==> src/rtl/arith_pkg.sv <==
`default_nettype none
// ============================================================================
// Module      : arith_pkg
// Description : Shared opcode constants, FSM state encoding and helpers for
//               the arith_unit block and its combinational core.
// Revision    : 1.0 - initial release
// ============================================================================
package arith_pkg;

    // Operation codes
    localparam logic [2:0] c_op_add = 3'b000;
    localparam logic [2:0] c_op_adc = 3'b001;
    localparam logic [2:0] c_op_sub = 3'b010;
    localparam logic [2:0] c_op_sbb = 3'b011;
    localparam logic [2:0] c_op_cmp = 3'b100;
    localparam logic [2:0] c_op_neg = 3'b101;

    // FSM state encoding
    localparam logic [1:0] c_st_idle = 2'd0;
    localparam logic [1:0] c_st_load = 2'd1;
    localparam logic [1:0] c_st_exec = 2'd2;
    localparam logic [1:0] c_st_done = 2'd3;

    typedef enum logic [1:0] {
        ST_IDLE = c_st_idle,
        ST_LOAD = c_st_load,
        ST_EXEC = c_st_exec,
        ST_DONE = c_st_done
    } state_t;

    // Codes 110/111 are reserved and leave result and flags untouched.
    function automatic logic op_is_valid(input logic [2:0] op);
        return (op <= c_op_neg);
    endfunction

endpackage : arith_pkg
`default_nettype wire

==> src/rtl/arith_core.sv <==
`default_nettype none
// ============================================================================
// Module      : arith_core
// Description : Combinational datapath of arith_unit. Selects the effective
//               addends for the requested operation, forms a WIDTH+1 bit sum
//               and derives the next result plus NZCV flags and the write
//               enables for the result / flag registers.
//               Optional saturation is compiled in with `define ARITH_SAT_EN.
// Ports       : i_a, i_b     registered operands
//               i_op         operation code
//               i_cin        carry in (ADC) / not-borrow (SBB)
//               i_sat        saturate request (used only with ARITH_SAT_EN)
//               o_result     next result value
//               o_cout/o_zero/o_neg/o_ovf  next flags
//               o_wr_result  result register should load
//               o_wr_flags   flag registers should load
// Revision    : 1.0 - initial release
// ============================================================================
module arith_core
    import arith_pkg::*;
#(
    parameter int WIDTH = 16
) (
    input  logic [WIDTH-1:0] i_a,
    input  logic [WIDTH-1:0] i_b,
    input  logic [2:0]       i_op,
    input  logic             i_cin,
    input  logic             i_sat,
    output logic [WIDTH-1:0] o_result,
    output logic             o_cout,
    output logic             o_zero,
    output logic             o_neg,
    output logic             o_ovf,
    output logic             o_wr_result,
    output logic             o_wr_flags
);

    logic [WIDTH-1:0] w_x;
    logic [WIDTH-1:0] w_y;
    logic             w_c;
    logic [WIDTH:0]   w_sum;
    logic             w_ovf;
    logic [WIDTH-1:0] w_val;

    // Every operation is expressed as x + y + c with one adder.
    always_comb begin
        w_x = i_a;
        w_y = i_b;
        w_c = 1'b0;
        case (i_op)
            c_op_add: ;
            c_op_adc: w_c = i_cin;
            c_op_sub,
            c_op_cmp: begin
                w_y = ~i_b;
                w_c = 1'b1;
            end
            c_op_sbb: begin
                w_y = ~i_b;
                w_c = i_cin;
            end
            c_op_neg: begin
                w_x = '0;
                w_y = ~i_a;
                w_c = 1'b1;
            end
            default: ;
        endcase
    end

    assign w_sum = {1'b0, w_x} + {1'b0, w_y} + {{WIDTH{1'b0}}, w_c};

    // Signed overflow: like-signed addends producing an opposite-signed sum.
    assign w_ovf = (w_x[WIDTH-1] == w_y[WIDTH-1]) && (w_sum[WIDTH-1] != w_x[WIDTH-1]);

`ifdef ARITH_SAT_EN
    logic w_clamp;

    // CMP never writes the result, so it is never clamped; its flags come
    // from the raw difference.
    assign w_clamp = i_sat && w_ovf && (i_op != c_op_cmp);

    always_comb begin
        w_val = w_sum[WIDTH-1:0];
        if (w_clamp) begin
            w_val = w_x[WIDTH-1] ? {1'b1, {(WIDTH-1){1'b0}}}
                                 : {1'b0, {(WIDTH-1){1'b1}}};
        end
    end
`else
    logic w_unused_sat;

    assign w_unused_sat = i_sat;
    assign w_val        = w_sum[WIDTH-1:0];
`endif

    assign o_result    = w_val;
    assign o_cout      = w_sum[WIDTH];
    assign o_zero      = (w_val == '0);
    assign o_neg       = w_val[WIDTH-1];
    assign o_ovf       = w_ovf;
    assign o_wr_flags  = op_is_valid(i_op);
    assign o_wr_result = op_is_valid(i_op) && (i_op != c_op_cmp);

endmodule : arith_core
`default_nettype wire

==> src/rtl/arith_unit.sv <==
`default_nettype none
// ============================================================================
// Module      : arith_unit
// Description : Multi-operation integer arithmetic unit (ADD/ADC/SUB/SBB/
//               CMP/NEG) with a cs/rdy handshake, registered result and
//               NZCV-style flags. A request is accepted on an edge where
//               cs=1 and rdy=1; done pulses for one cycle three edges later.
//               Optional saturation: `define ARITH_SAT_EN.
// Ports       : clk, rst     clock, synchronous active-high reset
//               cs           request (sampled only while rdy=1)
//               op, a, b     operation code and operands
//               cin          carry in / not-borrow
//               sat          saturate request
//               result       registered result
//               cout, zero, neg, ovf   registered flags
//               rdy          unit can accept a request
//               done         one-cycle pulse, result and flags valid
// Revision    : 1.0 - initial release
// ============================================================================
module arith_unit
    import arith_pkg::*;
#(
    parameter int WIDTH = 16
) (
    input  logic             clk,
    input  logic             rst,
    input  logic             cs,
    input  logic [2:0]       op,
    input  logic [WIDTH-1:0] a,
    input  logic [WIDTH-1:0] b,
    input  logic             cin,
    input  logic             sat,
    output logic [WIDTH-1:0] result,
    output logic             cout,
    output logic             zero,
    output logic             neg,
    output logic             ovf,
    output logic             rdy,
    output logic             done
);

    state_t           r_state;
    state_t           w_state_nxt;
    logic             w_accept;

    logic [WIDTH-1:0] r_a;
    logic [WIDTH-1:0] r_b;
    logic [2:0]       r_op;
    logic             r_cin;
    logic             r_sat;

    logic [WIDTH-1:0] r_result;
    logic             r_cout;
    logic             r_zero;
    logic             r_neg;
    logic             r_ovf;

    logic [WIDTH-1:0] w_core_result;
    logic             w_core_cout;
    logic             w_core_zero;
    logic             w_core_neg;
    logic             w_core_ovf;
    logic             w_core_wr_result;
    logic             w_core_wr_flags;

    // ------------------------------------------------------------------
    // FSM
    // ------------------------------------------------------------------
    always_ff @(posedge clk) begin
        if (rst) begin
            r_state <= ST_IDLE;
        end else begin
            r_state <= w_state_nxt;
        end
    end

    always_comb begin
        w_state_nxt = r_state;
        rdy         = 1'b0;
        done        = 1'b0;
        w_accept    = 1'b0;
        case (r_state)
            ST_IDLE: begin
                rdy      = 1'b1;
                w_accept = cs;
                if (cs) begin
                    w_state_nxt = ST_LOAD;
                end
            end
            ST_LOAD: begin
                w_state_nxt = ST_EXEC;
            end
            ST_EXEC: begin
                w_state_nxt = ST_DONE;
            end
            ST_DONE: begin
                rdy         = 1'b1;
                done        = 1'b1;
                w_accept    = cs;
                // Chaining from DONE keeps back-to-back issue at 3 cycles.
                w_state_nxt = cs ? ST_LOAD : ST_IDLE;
            end
            default: begin
                w_state_nxt = ST_IDLE;
            end
        endcase
    end

    // ------------------------------------------------------------------
    // Operand capture: frozen from the accept edge so later input changes
    // cannot disturb the operation in flight.
    // ------------------------------------------------------------------
    always_ff @(posedge clk) begin
        if (rst) begin
            r_a   <= '0;
            r_b   <= '0;
            r_op  <= c_op_add;
            r_cin <= 1'b0;
            r_sat <= 1'b0;
        end else if (w_accept) begin
            r_a   <= a;
            r_b   <= b;
            r_op  <= op;
            r_cin <= cin;
            r_sat <= sat;
        end
    end

    arith_core #(
        .WIDTH (WIDTH)
    ) u_core (
        .i_a         (r_a),
        .i_b         (r_b),
        .i_op        (r_op),
        .i_cin       (r_cin),
        .i_sat       (r_sat),
        .o_result    (w_core_result),
        .o_cout      (w_core_cout),
        .o_zero      (w_core_zero),
        .o_neg       (w_core_neg),
        .o_ovf       (w_core_ovf),
        .o_wr_result (w_core_wr_result),
        .o_wr_flags  (w_core_wr_flags)
    );

    // ------------------------------------------------------------------
    // Output registers: loaded on the EXEC->DONE edge and held otherwise.
    // ------------------------------------------------------------------
    always_ff @(posedge clk) begin
        if (rst) begin
            r_result <= '0;
            r_cout   <= 1'b0;
            r_zero   <= 1'b0;
            r_neg    <= 1'b0;
            r_ovf    <= 1'b0;
        end else if (r_state == ST_EXEC) begin
            if (w_core_wr_result) begin
                r_result <= w_core_result;
            end
            if (w_core_wr_flags) begin
                r_cout <= w_core_cout;
                r_zero <= w_core_zero;
                r_neg  <= w_core_neg;
                r_ovf  <= w_core_ovf;
            end
        end
    end

    assign result = r_result;
    assign cout   = r_cout;
    assign zero   = r_zero;
    assign neg    = r_neg;
    assign ovf    = r_ovf;

endmodule : arith_unit
`default_nettype wire

==> config.mk <==
export PLATFORM = sky130hd
export DESIGN_NAME = arith_unit
export DESIGN_NICKNAME = d
export VERILOG_FILES = /design/src/rtl/arith_pkg.sv /design/src/rtl/arith_core.sv /design/src/rtl/arith_unit.sv
export SDC_FILE = /design/constraint.sdc
export NUM_CORES = 1
export LEC_CHECK = 0
export CAP_MARGIN = 10
export CELL_PAD_IN_SITES_DETAIL_PLACEMENT = 1
export CELL_PAD_IN_SITES_GLOBAL_PLACEMENT = 2
export CORE_ASPECT_RATIO = 1.25
export CORE_MARGIN = 3
export CORE_UTILIZATION = 33
export CTS_CLUSTER_DIAMETER = 30
export DETAILED_ROUTE_END_ITERATION = 8
export PLACE_DENSITY = 0.87
export SETUP_SLACK_MARGIN = 0.15
export SYNTH_ARGS = -nofsm -noshare
export SYNTH_HDL_FRONTEND = slang
export SYNTH_HIERARCHICAL = 1
export SYNTH_SLANG_ARGS = --single-unit
==> constraint.sdc <==
create_clock -name clk -period 10.38 [get_ports clk]
set_input_delay 1.557 -clock clk [delete_from_list [all_inputs] [get_ports clk]]
set_output_delay 1.557 -clock clk [all_outputs]
set_load 0.02 [all_outputs]
==> impl_summary.md <==
GRT
The number of antenna violations at the first check in global routing is 0. Summed over all layers, the global routing overflow is 0. The first global-routing pass estimated 15700 um of wire.

The largest net degree at the start of global routing is 59. The via count of the first global-routing pass is 3326. The aggregate global-route resource usage is 15.1%.

Place
The final HPWL from detailed placement is 7120 um. After detailed placement, the total cell area comes to 4390 sq um. Counting tap cells, the placed design contains a total of 663 instances. At the end of routability-driven placement, the weighted congestion stood at 0.787. Buffers placed on the I/O ports in this run total 60.

Clock tree
The later pin in the worst-skew pair is clocked with a latency of 0.33 ns. The CTS H-tree depth is 3. In this run, post-CTS hold repair placed 0 buffers.

The count of clock tree sinks is 58. After clock tree synthesis, the repair step resized 0 gates. The number of buffers added for setup after CTS is 0. The root buffer selected by CTS is sky130_fd_sc_hd__clkbuf_16. The clock edge transition at the registers on the reported setup and hold paths is 0.05 ns.

TritonCTS built the clock tree. Buffers inserted during clock tree synthesis total 9. The clock passes through at most 2 buffers.

Layout
The finished cells cover 4700 sq um. After the last flow step, the layout net total stands at 603. The area occupied by multi-input gates is 2390 sq um. The filler cell count in the final layout is 1343. In the final layout, the share of cells above drive strength 1 is 5.67%. 0 antenna diodes ended up in the layout.

The sequential cell area in the final layout is 1160 sq um. Leaving out filler cells and counting taps, the final layout contains 679. The synthesis-to-layout area growth is 25.0%.

Setup path
Traced cell by cell, the critical path runs through nand3b_1 -> nand2_1 -> fa_1 -> inv_1 -> fa_1 -> and3_2 -> or3_1 -> a2111o_1 -> a221oi_2 -> o2111ai_1 -> or4_1 -> nor4b_2 -> nand3_1 -> a21oi_1. The worst setup path is launched from a flop. The required time of the worst setup path is 10.63 ns. In this run the critical register-to-register path is launched from r_op[2]. The critical path class is reg -> reg. The critical path startpoint is r_op[2].

The cell with the largest stage delay on the worst path is sky130_fd_sc_hd__dfxtp_2. The capture instance of the worst register-to-register path is zero. For flop-to-flop paths, the worst setup slack is 5.38 ns. In this run the worst setup path terminates at zero. The arrival time reported for the critical path endpoint is 5.25 ns. For this run, the slowest stage of the critical path takes 1.02 ns.

The cell that appears most often on the critical path is sky130_fd_sc_hd__fa_1. The maximum fanout along the worst path is 38. The depth of the most critical reg-to-reg path is 14. The worst setup path is captured at a flop.

Yosys
In this run the cell area of the synthesized design comes to 3760 sq um. The count of synthesis-stage warnings from yosys is 6. Synthesis handed over a netlist of 497 instances. The post-synthesis net count is 558.

The average instance area after synthesis is 7.57 sq um.

Power and ir drop
The peak ir drop on the vdd network is 0.000136 V. Net switching is 40.6% of the power. Of the total power, registers draw 26.4%.

The fraction of power consumed by combinational cells is 49.2%. The total power per unit cell area is 260 nW/um^2. The design internal power is 725 uW. In this run, the clock network consumes 24.4% of the power.

The completed layout was analyzed and its total power is 1.22 mW. The switching power total is 496 uW. The reported leakage power is 1.74 nW.

Detailed routing
For this block, the initial DRC count from the detailed router was 95. The first TritonRoute pass finished after 4 iterations. The final layout contains routed wiring with a total length of 9370 um. Dividing the detail-routed wire length by the instance count gives 13.8 um. The detailed-route DRC error count is 0. After detailed routing, the number of vias per cell comes to 5.07. In this run the remaining antenna-violating nets after routing total 0.

The number of vias in the routed layout is 3442.

STA
Setup repair after global routing left no endpoint under its margin. The worst-case headroom to the max-slew limit is 29.7%. The transition at the pin with the smallest max-transition slack is 1.05 ns. The hold violation count in the final report is 0.

The clock period minus final worst setup slack is 5.00 ns. The largest clock skew in the final design is 0.00652 ns. The final number of max-transition violations came to 0. The worst hold slack is 0.452 ns.

Setup total negative slack on the finished layout was measured at 0 ns. Based on the critical path, the design can be clocked at up to 0.200 GHz. The final setup violation count is 0. The final critical path takes up 48.2% of the cycle.

Die
The effective utilization at floorplan is 34.6%. The standard-cell row count is 42. The placeable core region is 10900 sq um. The floorplan die height is 125 um. The die span in x is 101 um. During I/O placement, the number of pins put on the boundary was 62. The die covers 12700 sq um.

Min path
The classification of the worst-slack hold path is reg -> reg.

Run
The tool flagged a number of max-cap violations equal to 0.

Outcome
The flow ran to the end, and the final reports show no timing, DRC or antenna violations.
==> per-stage QoR <==
stage	utilization (%)	setup slack [ns]
finish	43.2	5.38
global route	43.2	4.98
CTS	43.2	5.29
detailed placement	40.4	5.31
global placement	40.4	5.38
floorplan	-	6.11
==> sequential cells by signal, indices dropped and copies added (netlist names) <==
name	count
r_b	16
r_op	3
neg	1
zero	1
r_a	16
result	16
cout	1
ovf	1
r_cin	1
r_state	2
==> worst min-delay path by stage <==
stage	start	to	cells past startpoint
global route	result[2]	result[2]	2
CTS	result[2]	result[2]	2
detailed placement	result[2]	result[2]	2
global placement	result[9]	result[9]	2
finish	result[0]	result[0]	2
floorplan	r_op[0]	r_op[0]	2
==> cell type report <==
type,count,area share (%)
well taps,132,3.52
clock inverters,5,1.12
multi-input cells,397,51.0
clock buffers,11,5.38
inverters,12,0.959
repair buffers,64,13.3
flip-flops and latches,58,24.7
==> power by group through the flow <==
stage          Clock, mW  Combinational, mW  Sequential [mW]
2_1_floorplan          0              0.471            0.318
3_3_place_gp           0              0.591            0.323
3_5_place_dp           0              0.606            0.327
4_1_cts            0.307              0.610            0.323
5_1_grt            0.318              0.683            0.331
6_report           0.298              0.600            0.322
==> placed cells by master (no fill, tap or decap), types with 4 or more instances in the layout <==
cell and count:
sky130_fd_sc_hd__a21oi_1 67, sky130_fd_sc_hd__a31oi_1 4, sky130_fd_sc_hd__and2_1 22, sky130_fd_sc_hd__buf_4 4
sky130_fd_sc_hd__clkbuf_16 9, sky130_fd_sc_hd__clkdlybuf4s50_1 59, sky130_fd_sc_hd__dfxtp_1 57, sky130_fd_sc_hd__ha_1 19
sky130_fd_sc_hd__inv_1 12, sky130_fd_sc_hd__mux2i_1 33, sky130_fd_sc_hd__nand2_1 132, sky130_fd_sc_hd__nand2b_1 4
sky130_fd_sc_hd__nand3_1 9, sky130_fd_sc_hd__nor2_1 8, sky130_fd_sc_hd__o21ai_0 29, sky130_fd_sc_hd__or3_1 6
sky130_fd_sc_hd__xnor2_1 19, sky130_fd_sc_hd__xor2_1 4
==> metal layers <==
metal	global-route usage, %	vias up	routed length (um)
li1	-	1782	-
met1	19.8	1598	4500
met2	24.1	51	4420
met3	2.95	11	288
met4	6.26	0	155
met5	0	-	0
==> critical path, delay by kind of cell (launching register included) <==
family	cells	cell delay, ns
and+or+nand+nor	7	2.29
DFF	1	1.02
adders and majority gates	2	0.65
AOI/OAI and AO/OA	4	0.89
buffers and inverters	1	0.06
No activity file was read; power rests on OpenSTA's default activity.
